[src/rtl/calc_sequencer.sv]
// Operand-entry and operation sequencer for the sign-magnitude calculator.
// Latches A/B, runs add/sub in one cycle and mul/div iteratively, presents a zero-normalised result.
module calc_sequencer #(
   parameter int MAG_W = 8
) (
   input  logic                 clk,
   input  logic                 reset,
   input  logic                 enter,
   input  logic                 clear,
   input  logic [MAG_W:0]       operandIn,
   input  logic [1:0]           opSel,
   input  logic [2*MAG_W+1:0]   addResult,
   input  logic [2*MAG_W+1:0]   subResult,
   output logic [MAG_W:0]       numberA,
   output logic [MAG_W:0]       numberB,
   output logic [2*MAG_W+1:0]   Result,
   output logic [MAG_W:0]       remainder,
   output logic                 busy,
   output logic                 done,
   output logic                 error,
   output logic [2:0]           state
);

   localparam int RW = 2*MAG_W + 2;
   localparam int CW = (MAG_W > 1) ? $clog2(MAG_W) : 1;

   typedef enum logic [2:0] {
      WAIT_A = 3'd0,
      WAIT_B = 3'd1,
      EXEC   = 3'd2,
      DONE   = 3'd3,
      ERROR  = 3'd4
   } stateType;

   stateType              curState;
   logic [1:0]            opReg;
   logic [CW-1:0]         iterCnt;
   logic [2*MAG_W-1:0]    accReg;
   logic [MAG_W-1:0]      remReg;
   logic [MAG_W-1:0]      quoReg;

   logic [2*MAG_W-1:0]    nextAcc;
   logic [MAG_W:0]        shiftedRem;
   logic [MAG_W+1:0]      trialDiff;
   logic [MAG_W-1:0]      nextRem;
   logic [MAG_W-1:0]      nextQuo;
   logic                  resSign;
   logic                  lastIter;

   function automatic logic [RW-1:0] normRes(input logic [RW-1:0] v);
      return (v[RW-2:0] == '0) ? '0 : v;
   endfunction

   function automatic logic [MAG_W:0] normRem(input logic [MAG_W:0] v);
      return (v[MAG_W-1:0] == '0) ? '0 : v;
   endfunction

   // One shift-add step (LSB-first over |B|) and one restoring-divide step per EXEC cycle.
   always_comb begin
      nextAcc    = accReg;
      if (numberB[iterCnt])
         nextAcc = accReg + ({{MAG_W{1'b0}}, numberA[MAG_W-1:0]} << iterCnt);
      shiftedRem = {remReg, quoReg[MAG_W-1]};
      trialDiff  = {1'b0, shiftedRem} - {2'b00, numberB[MAG_W-1:0]};
      nextRem    = trialDiff[MAG_W+1] ? shiftedRem[MAG_W-1:0] : trialDiff[MAG_W-1:0];
      nextQuo    = {quoReg[MAG_W-2:0], ~trialDiff[MAG_W+1]};
      resSign    = numberA[MAG_W] ^ numberB[MAG_W];
      lastIter   = (iterCnt == CW'(MAG_W-1));
   end

   always_ff @(posedge clk or posedge reset) begin
      if (reset) begin
         curState  <= WAIT_A;
         numberA   <= '0;
         numberB   <= '0;
         Result    <= '0;
         remainder <= '0;
         opReg     <= '0;
         iterCnt   <= '0;
         accReg    <= '0;
         remReg    <= '0;
         quoReg    <= '0;
      end else if (clear) begin
         curState  <= WAIT_A;
         numberA   <= '0;
         numberB   <= '0;
         Result    <= '0;
         remainder <= '0;
         opReg     <= '0;
         iterCnt   <= '0;
         accReg    <= '0;
         remReg    <= '0;
         quoReg    <= '0;
      end else begin
         case (curState)
            WAIT_A: if (enter) begin
               numberA  <= operandIn;
               curState <= WAIT_B;
            end
            WAIT_B: if (enter) begin
               numberB <= operandIn;
               opReg   <= opSel;
               iterCnt <= '0;
               accReg  <= '0;
               remReg  <= '0;
               quoReg  <= numberA[MAG_W-1:0];
               if (opSel == 2'b11 && operandIn[MAG_W-1:0] == '0) begin
                  Result    <= '0;
                  remainder <= '0;
                  curState  <= ERROR;
               end else begin
                  curState <= EXEC;
               end
            end
            EXEC: begin
               case (opReg)
                  2'b00: begin
                     Result    <= normRes(addResult);
                     remainder <= '0;
                     curState  <= DONE;
                  end
                  2'b01: begin
                     Result    <= normRes(subResult);
                     remainder <= '0;
                     curState  <= DONE;
                  end
                  2'b10: begin
                     accReg  <= nextAcc;
                     iterCnt <= iterCnt + 1'b1;
                     if (lastIter) begin
                        Result    <= normRes({resSign, 1'b0, nextAcc});
                        remainder <= '0;
                        curState  <= DONE;
                     end
                  end
                  default: begin
                     remReg  <= nextRem;
                     quoReg  <= nextQuo;
                     iterCnt <= iterCnt + 1'b1;
                     if (lastIter) begin
                        Result    <= normRes({resSign, {(MAG_W+1){1'b0}}, nextQuo});
                        remainder <= normRem({numberA[MAG_W], nextRem});
                        curState  <= DONE;
                     end
                  end
               endcase
            end
            DONE: if (enter) begin
               numberA  <= operandIn;
               curState <= WAIT_B;
            end
            ERROR: if (enter) curState <= WAIT_A;
            default: curState <= WAIT_A;
         endcase
      end
   end

   assign state = curState;
   assign busy  = (curState == EXEC);
   assign done  = (curState == DONE);
   assign error = (curState == ERROR);

endmodule

[config.mk]
export PLATFORM = sky130hd
export DESIGN_NAME = calc_sequencer
export DESIGN_NICKNAME = d
export VERILOG_FILES = /design/src/rtl/calc_sequencer.sv
export SDC_FILE = /design/constraint.sdc
export NUM_CORES = 1
export LEC_CHECK = 0
export ABC_AREA = 1
export CAP_MARGIN = 15
export CORE_AREA = 2 2 109 111
export DETAILED_ROUTE_END_ITERATION = 8
export DIE_AREA = 0 0 111 113
export GPL_ROUTABILITY_DRIVEN = 0
export GPL_TIMING_DRIVEN = 0
export PLACE_DENSITY = 0.84
export SYNTH_ARGS = -nofsm -noshare
export SYNTH_HDL_FRONTEND = slang
export SYNTH_SLANG_ARGS = --single-unit
[constraint.sdc]
create_clock -name clk -period 3.85 [get_ports clk]
set_clock_uncertainty 0.1 [all_clocks]
set_input_delay 0.385 -clock clk [delete_from_list [all_inputs] [get_ports clk]]
set_output_delay 0.385 -clock clk [all_outputs]
set_load 0.02 [all_outputs]
==> impl_metrics.csv, run 1 <==
group,metric,value,unit
sta,slew_violations,0,
final_layout,final_cell_mix,"nand2_1, inv_1, clkdlybuf4s50_1",
global_route,antenna_found_initial,0,
place,post-place-ws,441,ps
final_layout,design_area,0.00752,mm^2
clock_network,cts-root-buf,"clkbuf_16",
logic_synthesis,ys.flop_type,"dfrtp_1",
sta,fin_crit_sh,0.868,
final_layout,final_nets,1040,
global_route,grt_pass1_vias,5918,
logic_synthesis,ys_async_sr_fraction,1.00,
sta,rsz0062_at_grt,"false",
run_status,status,"finished, final reports clean",
logic_synthesis,synth_seq_cells,85,
drt,via_per_inst,5.59,
floorplanning,fp-row-count,39,
floorplanning,start_util,0.532,
critical_path,worst_path_largest_cell_delay,420,ps
logic_synthesis,syn_inst,850,
global_route,grtUsageTotal,0.282,
clock_network,cts_tree,"done",
clock_network,h-tree-depth,3,
clock_network,clockBufferDepth,2,
sta,finalSetupTns,0,ps
critical_path,cp_max_fo,10,
sta,hold_viol_final,0,
final_layout,n_antenna_cell,0,
critical_path,crit_path_end_kind,"flop",
critical_path,path_class,"flop to flop",
sta,max_slew_margin,0.575,
clock_network,cts_resized,0,
logic_synthesis,synth_warnings,0,
sta,setup_violations,0,
place,hpwl,13600,um
critical_path,worstPathCellList,"inv_1, clkbuf_1, o21ai_0, o21ai_0, ha_1, nand2_1, inv_1, nand2_1, nand2_1, a21oi_1, nand3_1, nand2_1, nand2_1, nand2_1, nand2_1, nor2_1, nand3_1, nand2_1, nand2_1, nand2_1, nand2_1",
critical_path,crit_family,"simple AND/OR/NAND/NOR gates",
global_route,grt_overflow,0,
critical_path,crit_path_top_delay_cell,"dfrtp_1",
floorplanning,coreArea,0.0113,mm^2
floorplanning,fp.dieH,113,um
clock_network,clock_latency,360,ps
critical_path,cp.arrival,3490,ps
final_layout,drive_above_1_share,0.0662,
final_layout,final_util,0.667,
floorplanning,die_x,111,um
logic_synthesis,synth_edf_count,0,
place,placed_area,0.00721,mm^2
sta,layout_min_cycle_time,3340,ps
power,p_per_area,496,mW/mm^2
clock_network,clk_pin_slew,70,ps
global_route,grt_max_degree,46,
global_route,grt_pass1_wl,28400,um
sta,max_freq,299,MHz
floorplanning,die_area,0.0125,mm^2
final_layout,layout_commonest_cell,"nand2_1",
drt,totalWireLength,17500,um
sta,tightestPinTransition,635,ps
clock_network,cts_buffers,9,
place,io_buffers,101,
logic_synthesis,synth_nets,928,
drt,drc_errors,0,
clock_network,clock-sinks,85,
drt,first_pass_iters,5,
final_layout,syn2layout_area_growth,25.5,%
final_layout,multi_input_area,0.00321,mm^2
logic_synthesis,avgSynthCellArea,7.05,um^2
drt,ant_nets,0,
power,leakagePower,3.68,nW
power,total_power,3.73,mW
critical_path,worstSetupStartpointType,"flop",
logic_synthesis,yosysUniqueCellTypes,47,
critical_path,required,4000,ps
critical_path,path_buf_inv,3,
power,ir_worst_vdd,0.332,mV
logic_synthesis,ys_seq_area_frac,0.355,
final_layout,register_area,0.00213,mm^2
critical_path,cp_common_cell,"nand2_1",
sta,fin_ws,508,ps
drt,vias,6202,
worst_hold_path,min_path_type,"input port to asynchronous set/reset pin",
final_layout,n_fill_cell,929,
logic_synthesis,netlist_area,0.00599,mm^2
floorplanning,io_pins,102,
drt,first_iter_violations,580,
clock_network,cts_setup_buffers,0,
job,max_cap_viol_count,0,
drt,wl_per_cell,15.8,um
through the flow:
stage	std cells	hold slack [ps]
after floorplan	850	410
after global placement	1094	366
after detailed placement	1095	366
after CTS	1111	353
after global routing	1110	386
final	1110	327
flip-flops by register name, summed over array words and instances (netlist names):
register / cells
numberB: 9
numberA: 9
iterCnt: 3
Result: 18
state: 3
accReg: 16
quoReg: 8
opReg: 2
remReg: 8
remainder: 9
layout make-up:
cell class / instances / area share
Multi-Input combinational cell: 598 / 0.426
Tap cell: 143 / 0.0238
Sequential cell: 85 / 0.283
Timing Repair Buffer: 102 / 0.138
Inverter: 143 / 0.0717
Clock buffer: 9 / 0.0299
Clock inverter: 7 / 0.0116
Buffer: 23 / 0.0158
layer usage:
metal | up-vias | track usage | wire length, um
li1 | 3008 | - | -
met3 | 51 | 0.0482 | 1160
met1 | 2894 | 0.358 | 7350
met5 | - | 0 | 0
met4 | 0 | 0.137 | 677
met2 | 249 | 0.470 | 8300
worst reg2reg max path, stage by stage, from the launching register on:
cell	delay, ps
dfrtp_1	420
inv_1	190
clkbuf_1	340
o21ai_0	190
o21ai_0	360
ha_1	360
nand2_1	140
inv_1	60
nand2_1	60
nand2_1	60
a21oi_1	170
nand3_1	90
nand2_1	70
nand2_1	40
nand2_1	120
nand2_1	70
nor2_1	100
nand3_1	80
nand2_1	70
nand2_1	50
nand2_1	60
nand2_1	40
synth_stat cells, types with 6 or more instances:
cell type,instances,area share
nor4_1,8,0.0083
ha_1,25,0.052
buf_2,8,0.0067
nand3_1,53,0.044
a32o_1,7,0.012
inv_2,12,0.0075
nor2_1,46,0.029
o22ai_1,30,0.031
o21ai_1,14,0.012
a21oi_1,18,0.015
nand2_1,248,0.16
nand3b_1,6,0.0075
nand4_1,12,0.013
xor2_1,6,0.0088
o21ai_0,66,0.055
dfrtp_1,85,0.35
inv_1,130,0.081
clkbuf_1,11,0.0069
final timing paths:
check,start,end,slack (ps),cells after the start
worst max-delay path,iterCnt[1],Result[17],510,21
worst min-delay path,reset,Result[7],330,2
worst max register to register,iterCnt[1],Result[17],510,21
worst min register to register,remainder[8],remainder[8],390,2
max in group asynchronous,reset,numberB[5],2730,3
min in group clk,remainder[8],remainder[8],390,2
what timing repair did:
action,in CTS,in global routing
hold buffers,0,0
endpoints found under the setup margin,0,1
endpoints found under the hold margin,0,0
power by group:
group          internal [mW]  switching (mW)
Combinational          0.594            1.08
Clock                  0.520           0.412
Sequential              1.02           0.106
logic make-up after synthesis:
| logic type | share of synthesized area |
|---|---|
| muxes | 0.0121 |
| AOI/OAI and AO/OA | 0.167 |
| and+or+nand+nor | 0.284 |
| buffers and inverters | 0.110 |
| xor gates and xnor gates | 0.0132 |
| adders and majority gates | 0.0589 |
| DFF | 0.355 |
Note: power is estimated with default switching activity, not from simulation.
==> run 2: changes to the inputs <==
--- a/config.mk
+++ b/config.mk
@@ -6,11 +6,10 @@
 export NUM_CORES = 1
 export LEC_CHECK = 0
 export ABC_AREA = 1
-export CAP_MARGIN = 15
+export CAP_MARGIN = 40
 export CORE_AREA = 2 2 109 111
 export DETAILED_ROUTE_END_ITERATION = 8
 export DIE_AREA = 0 0 111 113
-export GPL_ROUTABILITY_DRIVEN = 0
 export GPL_TIMING_DRIVEN = 0
 export PLACE_DENSITY = 0.84
 export SYNTH_ARGS = -nofsm -noshare
==> run 2 against run 1 <==
Effect of this change:
- die area stayed put
- worst hold slack better by 32 ps
- critical path depth stayed put
- count of clock-buffer cells in the layout is 1 higher
- worst setup slack worse by 98 ps
- critical endpoint unchanged
- largest cell class unchanged
- largest power group unchanged
==> impl_metrics.csv, run 2 (synthesized netlist as in run 1, its figures left out) <==
group,metric,value,unit
power,ir_worst_vdd,0.416,mV
final_layout,final_nets,1041,
drt,via_per_inst,5.59,
final_layout,n_antenna_cell,0,
place,placed_area,0.00721,mm^2
floorplanning,die_x,111,um
drt,wl_per_cell,15.5,um
final_layout,design_area,0.00752,mm^2
sta,fin_ws,409,ps
clock_network,clock-sinks,85,
global_route,grt_pass1_vias,5821,
place,post-place-ws,443,ps
sta,rsz0062_at_grt,"false",
clock_network,cts_buffers,9,
final_layout,final_util,0.667,
sta,layout_min_cycle_time,3440,ps
final_layout,layout_commonest_cell,"nand2_1",
floorplanning,fp.dieH,113,um
global_route,antenna_found_initial,0,
global_route,grt_max_degree,47,
critical_path,path_class,"flop to flop",
drt,first_iter_violations,479,
clock_network,clockBufferDepth,2,
critical_path,cp.arrival,3580,ps
sta,fin_crit_sh,0.894,
drt,ant_nets,0,
drt,totalWireLength,17300,um
floorplanning,coreArea,0.0113,mm^2
global_route,grt_pass1_wl,28000,um
power,swShare,0.420,
final_layout,largest-register,"Result",
power,internal-power,2.14,mW
clock_network,h-tree-depth,3,
global_route,grtUsageTotal,0.278,
critical_path,crit_path_end_kind,"flop",
power,clkPwrFrac,0.245,
sta,tightestPinTransition,588,ps
sta,max_slew_margin,0.606,
critical_path,worstSetupStartpointType,"flop",
power,leakagePower,3.67,nW
sta,max_freq,291,MHz
sta,finalSetupTns,0,ps
sta,hold_viol_final,0,
final_layout,finalNonFillerCells,1111,
clock_network,clk_pin_slew,70,ps
final_layout,reg.largest.list,"Result: 18 flops, accReg: 16 flops",
clock_network,clock_latency,340,ps
clock_network,cts_setup_buffers,0,
place,io_buffers,101,
place,gp_congestion,0.973,
sta,slew_violations,0,
power,total_power,3.68,mW
run_status,status,"finished, final reports clean",
sta,setup_violations,0,
final_layout,syn2layout_area_growth,25.4,%
floorplanning,fp-row-count,39,
clock_network,cts_tree,"done",
power,p_per_area,490,mW/mm^2
drt,drc_errors,0,
power,power.switching,1.55,mW
place,hpwl,13500,um
final_layout,final_cell_mix,"nand2_1, inv_1, clkdlybuf4s50_1",
power,p_seq_frac,0.305,
clock_network,cts_resized,0,
floorplanning,io_pins,102,
clock_network,ctsHoldBuffers,0,
critical_path,required,3990,ps
worst_hold_path,min_path_type,"input port to asynchronous set/reset pin",
final_layout,drive_above_1_share,0.0661,
clock_network,cts-root-buf,"clkbuf_16",
drt,first_pass_iters,6,
critical_path,cp_max_fo,10,
drt,vias,6206,
sta,whs,359,ps
global_route,grt_overflow,0,
job,max_cap_viol_count,0,
power,pwr-share-comb,0.450,
final_layout,largest_reg_flops,18,
floorplanning,start_util,0.532,
floorplanning,die_area,0.0125,mm^2
place,dp.cells,1095,
## run 2: changes by cell type in the layout (fill, tap and decap cells not counted), sizes merged
cell,change
clkbuf,+1
buf,+1
clkinvlp,+1
inv,-4
clkinv,+2
## run 2: path summary, 6_finish.rpt
path                           endpoint  cells after the start         start  slack (ps)
min in group clk           remainder[8]                      2  remainder[8]         380
min                        remainder[2]                      2         reset         360
min reg2reg                remainder[8]                      2  remainder[8]         380
max in group asynchronous    accReg[13]                      3         reset        2670
max reg2reg                  Result[17]                     21    iterCnt[0]         410
max                          Result[17]                     21    iterCnt[0]         410
## run 2: routing by layer
metal	up-vias	part of all wire	routed length, um	global-route usage
li1	3028	-	-	-
met4	0	0.041	701	0.126
met5	-	0	0	0
met1	2895	0.42	7330	0.358
met3	55	0.065	1130	0.0552
met2	228	0.47	8090	0.458
## run 2: cell type report
class,instances,area (um^2)
inverter,143,539
timing repair buffer,102,1030
fill,949,3750
clock buffer,10,239
buffer,24,123
clock inverter,6,71.3
multi-input combinational,598,3210
sequential,85,2130
tap,143,179
## run 2: power groups by stage
| stage | clock (mW) | combinational, mW | sequential (mW) |
|---|---|---|---|
| final | 0.903 | 1.66 | 1.12 |
| after floorplan | 0 | 0.977 | 1.21 |
| after CTS | 0.908 | 1.65 | 1.12 |
| after global placement | 0 | 1.60 | 1.14 |
| after global routing | 0.947 | 1.82 | 1.14 |
| after detailed placement | 0 | 1.64 | 1.13 |
## run 2: critical path, stage by stage (launching register included)
cell	delay, ps
dfrtp_1	420
buf_4	190
buf_1	300
o21ai_0	190
o21ai_0	250
nor2_1	70
ha_1	340
or2_2	340
nand3_1	120
nand2_1	110
nand2_1	110
nand2_1	50
nand2_1	50
nand3_1	70
nand2_1	150
nand2_1	80
nor2_1	90
nand3_1	80
nand2_1	70
nand2_1	50
nand2_1	60
nand2_1	40
==> variant 1 (settings of run 1) <==
`MAG_W`: 8 -> 4.
--- a/src/rtl/calc_sequencer.sv
+++ b/src/rtl/calc_sequencer.sv
@@ -2,5 +2,5 @@
 // Latches A/B, runs add/sub in one cycle and mul/div iteratively, presents a zero-normalised result.
 module calc_sequencer #(
-   parameter int MAG_W = 8
+   parameter int MAG_W = 4
 ) (
    input  logic                 clk,
Interface: changed (7 resized); port bits go from 102 to 62. The function was not compared with the original's and may differ.
==> variant 1 against run 1 <==
Largest cell class unchanged. Design area shrank 43%. Critical path depth decreased by 3. Synthesized cell count fell by 48%. Via count shrank 49%. Highest routed layer unchanged. Routed wire length down 49%. Sequential cell count decreased by 37. Setup slack improved by 0.65 ns. Utilization is 29 points lower. Synthesized area down 45%. Critical endpoint is now Result[9]. Total power is 41% lower.
==> variant 1: results (changes against run 1) <==
Parameter                              Value

Global routing
  Pin count of the biggest net entering global routing    30 (-35%)
  Met3 demand-to-capacity share in global routing    2.68% (-2.1 points)
  Met1 Resource Use GR    21.2% (-15 points)
  Global routing met2 resource utilization    23.2% (-24 points)

Routing
  Sum of met2 wire segment lengths after detailed routing    3.92 mm (-53%)
  Met3 Wirelength    557 um (-52%)
  Met1 wire length    4.27 mm (-42%)
  Average wire per standard cell    13.5 um (-14%)
  Vias per inst    4.82 (-14%)
  Iter 0 DRT Violations    276 (-52%)
  First-pass DRT Iterations    4 (-1)

Clock tree
  Total clock buffers created by CTS    5 (-4)
  Clock sink count    48 (-44%)
  Max H-tree Level    2 (-1)
  Skew-Pair Late Insertion Delay    0.29 ns (-0.07 ns)

Power and ir drop
  P_leak    1.98 nW (-46%)
  Worst vdd rail ir drop    0.000365 V (+9.8%)

Layout
  Fraction of layout cells with a size suffix above 1    12.4% (+5.7 points)
  Area used by sequential logic in the layout    1200 um2 (-44%)
  Footprint of the multi-input gates    1780 um2 (-45%)
  Count of nets after finishing    554 (-47%)
  Multi-input gate share of total cell area    41.7% (-0.89 points)
  Multi-input combinational cell count    320 (-46%)
  Non-clock inverter total of the final layout    64 (-55%)
  Biggest registers after layout    Result x10, accReg x8

Yosys
  Sequential area share after synthesis    36.7% (+1.2 points)
  Area share of xor/xnor cells in the synthesized design    0.535% (-0.78 points)
  Synthesized net count    485 (-48%)
  Mapped Avg Cell Area    7.44 um2 (+5.6%)
  Adder-cell area share of the yosys netlist    5.81% (-0.080 points)

Placed design
  Total of buffers placed on input and output ports    61 (-40%)
  Post-placement cell area    4090 um2 (-43%)
  Placement-stage worst setup slack    1.22 ns (+0.781 ns)
  Number of cells after detailed placement    645 (-41%)

Worst setup path
  First element of the critical path    iterCnt[0]
  Arrival time reported for the critical path endpoint    2.77 ns (-0.72 ns)
  Worst setup path end    Result[9]

STA
  Post-Route Hold Slack    0.339 ns (+0.0115 ns)
  Top achievable clock speed    372 MHz (+24%)

Outcome
  Run status    finished, final reports clean
[variant 1: cell types whose count changed after synthesis, moves of 9 or more]
cell	delta
sky130_fd_sc_hd__dfrtp_1	-37
sky130_fd_sc_hd__clkbuf_1	-10
sky130_fd_sc_hd__o21ai_0	-45
sky130_fd_sc_hd__nor2_1	-17
sky130_fd_sc_hd__nand2_2	+9
sky130_fd_sc_hd__nand4_1	-9
sky130_fd_sc_hd__nand2_1	-120
sky130_fd_sc_hd__nand3_1	-28
sky130_fd_sc_hd__inv_1	-81
sky130_fd_sc_hd__o22ai_1	-23
sky130_fd_sc_hd__ha_1	-13
[variant 1: power groups by stage]
stage	combinational (W)	clock (W)	sequential [W]
floorplan	0.000623	0	0.000725
global placement	0.000990	0	0.000678
detailed placement	0.00101	0	0.000680
CTS	0.00102	0.000504	0.000672
global route	0.00113	0.000528	0.000686
finish	0.00102	0.000503	0.000673
==> variant 2 (config.mk and constraints of run 1) <==
Made on the original files. Make the reset (`reset`) synchronous in one clocked block.
--- a/src/rtl/calc_sequencer.sv
+++ b/src/rtl/calc_sequencer.sv
@@ -69,5 +69,5 @@
    end
 
-   always_ff @(posedge clk or posedge reset) begin
+   always_ff @(posedge clk) begin
       if (reset) begin
          curState  <= WAIT_A;
Check against the original RTL: differs if reset is asserted again (counterexample within 4 cycles, from zero or initial values and one cycle with reset high); with reset held inactive, the same outputs for 4 cycles.
==> variant 2 against run 1 <==
Final cell count up 5.4%. Synthesized area decreased by 5.3%. Sequential cell count stayed put. First-iteration DRC count increased by 1.6%. Sequential share of layout area fell by 4.5 points. Routed wire length grew 0.82%. Setup slack got worse by 0.072 ns. Design area is 4.7% lower. Highest routed layer unchanged.
Power is not compared: it rests on default switching activity, and its combinational part moved more than twofold at a synthesized area within 25%.
==> variant 2: results (changes against run 1) <==
Parameter                              Value

Outcome
  Run status    finished, final reports clean

Yosys
  Number of instances in the synthesized netlist    910 (+7.1%)
  Adder-cell area share of the yosys netlist    6.22% (+0.33 points)
  Async set-reset flop share out of synthesis    0% (-100 points)
  Sequential area share after synthesis    30.0% (-5.5 points)
  Cell types occupying the most area after synthesis    sky130_fd_sc_hd__dfxtp_1 (30%), sky130_fd_sc_hd__nand2_1 (20%), sky130_fd_sc_hd__a21oi_1 (7.4%), sky130_fd_sc_hd__inv_1 (6.3%), sky130_fd_sc_hd__ha_1 (5.5%)
  Multiplexer fraction of the synthesized cell area    0.705% (-0.51 points)
  Area fraction in compound gates after synthesis    17.3% (+0.56 points)
  Synthesized net count    988 (+6.5%)
  Number of library cell types mapped by synthesis    39 (-17%)

Worst setup path
  Reg2reg setup slack    0.44 ns (-0.07 ns)
  Delay of the slowest cell on the worst path    0.38 ns (-0.04 ns)
  Arrival time reported for the critical path endpoint    3.51 ns (+0.02 ns)
  Slowest stage cell on the critical path    sky130_fd_sc_hd__o21ai_0

Global routing
  Met3 demand-to-capacity share in global routing    5.03% (+0.21 points)
  Global routing met2 resource utilization    46.8% (-0.16 points)
  Wire length of the first global-routing pass    28.9 mm (+1.7%)
  Gr usage total    28.2% (about the same)
  Pin count of the biggest net entering global routing    15 (-67%)
  Met1 Resource Use GR    37.2% (+1.4 points)
  Number of global-route vias before repair    6,011 (+1.6%)

STA
  Post-Route Hold Slack    0.359 ns (+0.0313 ns)
  Worst-margin pin slew    0.795 ns (+0.160 ns)

Hold path
  Path type of the worst min-delay path    reg -> reg

Clock tree
  Skew-Pair Late Insertion Delay    0.34 ns (-0.02 ns)

Layout
  Count of nets after finishing    1,100 (+5.8%)

Placed design
  Detailed-placement wirelength estimate    13.5 mm (-0.51%)
  Post-placement cell area    6870 um2 (-4.8%)
  Number of cells after detailed placement    1,154 (+5.4%)

Routing
  Iter 0 DRT Violations    589 (+1.6%)
  First-pass DRT Iterations    6 (+1)
  Detailed Route WL    17.6 mm (+0.82%)
  Total vias in the final route    6,518 (+5.1%)
  Vias per inst    5.57 (-0.29%)

Power and ir drop
  Worst vdd rail ir drop    ~0.00025 V
  P_leak    about 3 nW
## variant 2: cell types whose count changed after synthesis, sizes merged, moves of 7 or more
cell	delta
inv	-43
o22ai	-30
nand2	+49
nor2	+19
a21oi	+62
clkbuf	+11
o21ai	-18
dfxtp	+85
dfrtp	-85
a32o	-7
or2	+7
## variant 2: timing repair
| action | in CTS | in global routing |
|---|---|---|
| setup buffers | 0 | 0 |
| endpoints found under the setup margin | 0 | 1 |
| resized for setup | 0 | 2 |
## variant 2: per-layer routing
| layer | vias to the layer above | part of all wire, % | wire length, um |
|---|---|---|---|
| met3 | 50 | 8.2 | 1450 |
| met2 | 326 | 45 | 8000 |
| met1 | 2929 | 43 | 7650 |
| met4 | 0 | 3.0 | 530 |
| li1 | 3213 | - | - |
| met5 | - | 0 | 0 |
## variant 2: kinds of logic after synthesis
logic type | after synthesis
buf+inv | 134
fa+ha+maj | 27
flops | 85
xor+xnor | 9
mux | 4
compound gates | 180
simple gates | 471
## variant 2: report_power, final
group / switching [W] / internal (W) / total, W / leakage, nW
clock network: 0.000359 / 0.000522 / 0.000881 / 0.142
registers: 0.0000166 / 0.000890 / 0.000907 / 0.686
logic: 0.000186 / 0.000128 / 0.000314 / 2.18
## variant 2: final timing paths
check / from / end / cells after the start
worst min register to register: Result[16] / Result[16] / 2
worst max-delay path: iterCnt[0] / Result[17] / 23
worst min-delay path: Result[16] / Result[16] / 2
worst max register to register: iterCnt[0] / Result[17] / 23
## variant 2: cell type report
cell class | instances | area (um2)
Fill cell | 1031 | 4100
Multi-Input combinational cell | 691 | 3430
Sequential cell | 85 | 1700
Timing Repair Buffer | 101 | 1010
Inverter | 102 | 384
Clock buffer | 11 | 243
Tap cell | 143 | 179
Buffer | 32 | 160
Clock inverter | 5 | 58.8
## variant 2: stage by stage
| step | setup WS [ns] | util (%) | total power (W) |
|---|---|---|---|
| floorplan | 1.12 | - | 0.00110 |
| global placement | 0.418 | 60.9 | 0.00123 |
| detailed placement | 0.394 | 60.9 | 0.00123 |
| CTS | 0.378 | 63.6 | 0.00209 |
| global route | 0.0604 | 63.6 | 0.00218 |
| finish | 0.435 | 63.6 | 0.00210 |
